`config.mk`:
```
export PLATFORM = sky130hd
export DESIGN_NAME = pipe_exe_muldiv
export DESIGN_NICKNAME = d
export VERILOG_FILES = /design/src/rtl/pipe_exe_muldiv.sv
export SDC_FILE = /design/constraint.sdc
export NUM_CORES = 1
export LEC_CHECK = 0
export ABC_CLOCK_PERIOD_IN_PS = 9150
export CAP_MARGIN = 30
export CORE_ASPECT_RATIO = 0.7
export CORE_MARGIN = 1
export CORE_UTILIZATION = 40
export CTS_CLUSTER_SIZE = 40
export DETAILED_ROUTE_END_ITERATION = 6
export GPL_TIMING_DRIVEN = 0
export PLACE_DENSITY = 0.71
export SETUP_SLACK_MARGIN = 0.05
export SYNTH_ARGS = -nofsm -noshare
export SYNTH_HDL_FRONTEND = slang
export SYNTH_SLANG_ARGS = --single-unit
```
`constraint.sdc`:
```
create_clock -name clock -period 9.15 [get_ports clock]
set_clock_uncertainty 0.05 [all_clocks]
set_input_delay 0.915 -clock clock [delete_from_list [all_inputs] [get_ports clock]]
set_output_delay 0.915 -clock clock [all_outputs]
set_load 0.05 [all_outputs]
```
`src/rtl/pipe_exe_muldiv.sv`:
```
// EXE-stage iterative multiply/divide unit with private HI/LO registers.
// One result bit per cycle; busy stalls the front of the pipeline while in flight.
module pipe_exe_muldiv #(
    parameter int unsigned WIDTH = 32
) (
    input  logic             clock,
    input  logic             reset,
    input  logic             start,
    input  logic [1:0]       op,
    input  logic [WIDTH-1:0] ea,
    input  logic [WIDTH-1:0] eb,
    input  logic             wr_hi,
    input  logic             wr_lo,
    output logic             busy,
    output logic             done,
    output logic             dz,
    output logic [WIDTH-1:0] hi,
    output logic [WIDTH-1:0] lo
);

    localparam int unsigned AW = 2 * WIDTH;
    localparam int unsigned CW = (WIDTH > 1) ? $clog2(WIDTH) : 1;
    localparam logic [CW-1:0] LAST = CW'(WIDTH - 1);

    typedef enum logic [1:0] {
        IDLE = 2'd0,
        CALC = 2'd1,
        FIX  = 2'd2,
        DONE = 2'd3
    } state_t;

    state_t state;
    state_t state_next;

    logic             busy_next;
    logic             done_next;
    logic [1:0]       op_q;
    logic             sign_a;
    logic             sign_b;
    logic [WIDTH-1:0] opnd;
    logic [AW-1:0]    acc;
    logic [CW-1:0]    cnt;

    logic             idle_like_c;
    logic             accept_c;
    logic             div_zero_c;
    logic [WIDTH-1:0] a_abs_c;
    logic [WIDTH-1:0] b_abs_c;
    logic [WIDTH:0]   mul_sum_c;
    logic [WIDTH:0]   div_trial_c;
    logic [AW-1:0]    mul_next_c;
    logic [AW-1:0]    div_next_c;
    logic [AW-1:0]    acc_neg_c;
    logic [WIDTH-1:0] res_hi_c;
    logic [WIDTH-1:0] res_lo_c;

    // DONE is not busy, so a back-to-back start is taken there as well as in IDLE
    assign idle_like_c = (state == IDLE) || (state == DONE);
    assign accept_c    = start && idle_like_c;
    assign div_zero_c  = accept_c && op[1] && (eb == '0);

    // op[0]=1 selects the unsigned flavour; signed operands enter as magnitudes
    assign a_abs_c = (!op[0] && ea[WIDTH-1]) ? WIDTH'(-ea) : ea;
    assign b_abs_c = (!op[0] && eb[WIDTH-1]) ? WIDTH'(-eb) : eb;

    // Multiply: acc = {partial high, remaining multiplier bits}, shift right each step
    assign mul_sum_c  = {1'b0, acc[AW-1:WIDTH]} + (acc[0] ? {1'b0, opnd} : '0);
    assign mul_next_c = {mul_sum_c, acc[WIDTH-1:1]};

    // Divide: acc = {remainder, dividend bits / quotient bits}, shift left each step
    assign div_trial_c = acc[AW-1:WIDTH-1] - {1'b0, opnd};
    assign div_next_c  = div_trial_c[WIDTH] ? {acc[AW-2:0], 1'b0}
                                            : {div_trial_c[WIDTH-1:0], acc[WIDTH-2:0], 1'b1};

    assign acc_neg_c = AW'(-acc);

    // Sign correction applied at write-back
    always_comb begin
        res_hi_c = acc[AW-1:WIDTH];
        res_lo_c = acc[WIDTH-1:0];
        if (!op_q[0]) begin
            if (!op_q[1]) begin
                if (sign_a ^ sign_b) begin
                    res_hi_c = acc_neg_c[AW-1:WIDTH];
                    res_lo_c = acc_neg_c[WIDTH-1:0];
                end
            end else begin
                if (sign_a ^ sign_b) begin
                    res_lo_c = WIDTH'(-acc[WIDTH-1:0]);
                end
                if (sign_a) begin
                    res_hi_c = WIDTH'(-acc[AW-1:WIDTH]);
                end
            end
        end
    end

    always_ff @(posedge clock) begin
        if (reset) begin
            state <= IDLE;
            busy  <= 1'b0;
            done  <= 1'b0;
        end else begin
            state <= state_next;
            busy  <= busy_next;
            done  <= done_next;
        end
    end

    always_comb begin
        state_next = state;
        case (state)
            IDLE, DONE: begin
                if (accept_c) begin
                    state_next = div_zero_c ? DONE : CALC;
                end else begin
                    state_next = IDLE;
                end
            end
            CALC: begin
                if (cnt == LAST) begin
                    state_next = FIX;
                end
            end
            FIX:     state_next = DONE;
            default: state_next = IDLE;
        endcase
    end

    always_comb begin
        busy_next = 1'b0;
        done_next = 1'b0;
        case (state_next)
            CALC, FIX: busy_next = 1'b1;
            DONE:      done_next = 1'b1;
            default: ;
        endcase
    end

    // Datapath and architectural HI/LO; hi/lo only move on MTHI/MTLO or FIX
    always_ff @(posedge clock) begin
        if (reset) begin
            op_q   <= '0;
            sign_a <= 1'b0;
            sign_b <= 1'b0;
            opnd   <= '0;
            acc    <= '0;
            cnt    <= '0;
            dz     <= 1'b0;
            hi     <= '0;
            lo     <= '0;
        end else if (accept_c) begin
            op_q   <= op;
            sign_a <= ea[WIDTH-1];
            sign_b <= eb[WIDTH-1];
            opnd   <= op[1] ? b_abs_c : a_abs_c;
            acc    <= {WIDTH'(0), (op[1] ? a_abs_c : b_abs_c)};
            cnt    <= '0;
            dz     <= div_zero_c;
        end else if (idle_like_c) begin
            if (wr_hi) begin
                hi <= ea;
            end
            if (wr_lo) begin
                lo <= ea;
            end
        end else if (state == CALC) begin
            acc <= op_q[1] ? div_next_c : mul_next_c;
            cnt <= cnt + CW'(1);
        end else if (state == FIX) begin
            hi <= res_hi_c;
            lo <= res_lo_c;
        end
    end

endmodule

```
==> flow_summary.toml <==
[finish]
post-route-cell-area_mm2 = 0.0175
fin_cells = 2717
fillCellCount = 3591
antenna_cells = 0
drive_gt1_frac = 0.0371
nNetsFinal = 2370
syn2layout_area_growth_pct = 17.2
utilization = 0.481

[die]
core_mm2 = 0.0364
io_pins = 138
fp-row-count = 58
start_util = 0.411
dieArea_mm2 = 0.0381
die_y_um = 164
die_w_um = 233

[synth]
syn_nets = 2215
synth.most_common_cell = "nand2_1"
yosys-mux-area-fraction = 0.0459
synth_compound_area_frac = 0.277
syn_area_mm2 = 0.0149
yosysWarnings = 0
synth.distinct_cells = 89
synth_top_area_cell = "dfxtp_1"
ys_seq_area_frac = 0.233
ys_ff_latch = 174
ys_async_sr_fraction = 0
synth_commonest_cells = "271 x nand2_1, 221 x a21oi_1, 199 x nor2_1, 174 x dfxtp_1, 115 x clkbuf_1"
synthTopCellsByArea = "dfxtp_1 23%, a21oi_1 7.4%, nand2_1 6.8%"
synth-xor-area-share = 0.0980
synthSimpleGateAreaFrac = 0.228
synth_edf_count = 0
synth.avg_cell_area_um2 = 7.22
synthDominantCellAreaShare = 0.233
synth_cells = 2069
synth_top_family_by_area = "compound AO/OA/AOI/OAI gates"
synthFlopType = "dfxtp_1"
synth-adder-area-share = 0.0639

[routing]
drc = 0
drt_wl_total_mm = 64.0
vias_per_cell = 6.19
first_iter_violations = 2553
firstDrtPassIters = 6
ant_nets = 0
num_vias = 16822
wl_per_cell_um = 23.6

[grt]
grt_max_degree = 17
antenna_found_initial = 0
grt_use_total = 0.330
overflow = 0
first_global_vias = 15036
grt_pass1_wl_mm = 94.1

[worst_setup_path]
cp_common_cell = "o21ai_0"
crit_family = "compound AO/OA/AOI/OAI gates"
endpoint_kind = "flop"
cp-start-kind = "flop"
arrival_ns = 5.32
critical_path_buf_inv_count = 2
worstPathCellList = "inv_1, clkbuf_1, nor2_1, ha_1, o21ai_0, o21ai_0, a211oi_1, o31ai_1, a41oi_1, o21ai_0, a21boi_0, xor2_1, a221oi_1"
worst-path-max-fanout = 10
worst_path_largest_cell_delay_ns = 0.76
path_class = "flop to flop"
slowest_stage = "o31ai_1"
crit_required_ns = 9.46

[power_and_ir_drop]
intPower_mw = 1.56
pwr-share-seq = 0.333
total_power_mw = 2.61
total_leakage_power_nw = 6.81
swShare = 0.404
comb_power_share = 0.371
p_switching_mw = 1.06
clockPowerShare = 0.297
p_per_area_mw_per_mm2 = 149
ir_worst_vdd_mv = 0.167

[cts]
cts.sinks = 174
clk_path_buf_depth = 2
cts-root-buf = "clkbuf_16"
cts_setup_buffers = 0
cts_inserted_buffers = 17
clk_pin_slew_worst_paths_ns = 0.08
cts.repair.resized = 0
cts-htree-levels = 4
cts_tree = "yes"
clock_latency_ns = 0.46
hold_buffers = 0

[timing]
slew_violations = 0
final.hold.worst_slack_ns = 0.386
slew_headroom = 0.358
max_freq_ghz = 0.200
finalCritPeriodShare = 0.547
fin_crit_ns = 5.01
tightestPinTransition_ns = 0.955
rsz0062_at_grt = "false"
setup_viol = 0
final.setup.tns_ns = 0
fin_ws_ns = 4.14
hold_viol_final = 0

[place]
place.port_buffers = 136
pre_cts_ws_ns = 4.43
place_area_mm2 = 0.0169
hpwl_mm = 51.9
gp_congestion = 0.993
dp_cells = 2685

[outcome]
outcome = "finished, final reports clean"

[worst_hold_path]
holdCritPathClass = "flop to flop"

[run]
max_cap_violations = 0
worst paths after layout:
path | cells after the start | end | slack (ns) | from
setup / recovery | 13 | acc[58] | 4.14 | acc[0]
hold reg to reg | 2 | hi[17] | 0.39 | hi[17]
setup reg to reg | 13 | acc[58] | 4.14 | acc[0]
hold / removal | 2 | hi[17] | 0.39 | hi[17]
power groups by stage:
stage          Sequential [mW]  Clock (mW)  Combinational, mW
6_report                 0.869       0.774              0.968
3_5_place_dp             0.882           0              0.934
3_3_place_gp             0.881           0              0.923
4_1_cts                  0.865       0.768              0.939
5_1_grt                  0.872       0.796               1.03
2_1_floorplan            0.925           0              0.562
metal layers:
metal | GRT usage | vias up | wire, um
li1 | - | 7763 | -
met1 | 0.495 | 7874 | 29300
met2 | 0.442 | 1079 | 24300
met3 | 0.0908 | 106 | 8600
met4 | 0.110 | 0 | 1830
met5 | 0 | - | 0
placed cells by master (no fill, tap or decap), types with 21 or more instances in the layout:
cell / netlist / layout
inv_1: 69 / 69
nor4_1: 22 / 22
a21o_1: 25 / 25
xnor2_1: 77 / 77
nand2b_1: 55 / 55
o31ai_1: 23 / 23
ha_1: 73 / 73
clkdlybuf4s50_1: 0 / 136
nor2b_1: 21 / 21
nor2_1: 199 / 199
a21oi_1: 221 / 221
nor3_1: 47 / 47
dfxtp_1: 174 / 174
nand2_1: 271 / 271
nand3_1: 24 / 24
o21ai_0: 96 / 96
o211ai_1: 99 / 99
xor2_1: 90 / 90
clkbuf_1: 115 / 116
a31oi_1: 31 / 31
a211oi_1: 27 / 27
mux2i_1: 64 / 64
tightest hold or removal path, delay by kind of cell, from the launching register on:
family,cells,cell delay [ns]
flops,1,0.31
simple gates,2,0.09
cell type report:
class | instances | area (um^2) | share of cell area
Buffer | 136 | 539 | 0.0308
Clock buffer | 19 | 443 | 0.0253
Clock inverter | 13 | 159 | 0.00908
Inverter | 70 | 263 | 0.0150
Multi-Input combinational cell | 1689 | 10600 | 0.609
Sequential cell | 174 | 3480 | 0.199
Tap cell | 480 | 601 | 0.0343
Timing Repair Buffer | 136 | 1360 | 0.0778
cells by family (layout without fill, tap and decap cells):
family / count (synthesis) / after routing
flip-flops: 174 / 174
adder cells (fa/ha/maj): 75 / 75
AND/OR/NAND/NOR: 729 / 729
AO/OA/AOI/OAI: 650 / 650
XOR/XNOR: 167 / 167
multiplexers: 68 / 68
buffers and inverters: 206 / 374
sequential cells by signal (all words and copies together) (netlist names), 2 cells and up:
signal,count
state,2
acc,64
cnt,5
lo,32
opnd,32
op_q,2
hi,32
Note: power is estimated with default switching activity, not from simulation.
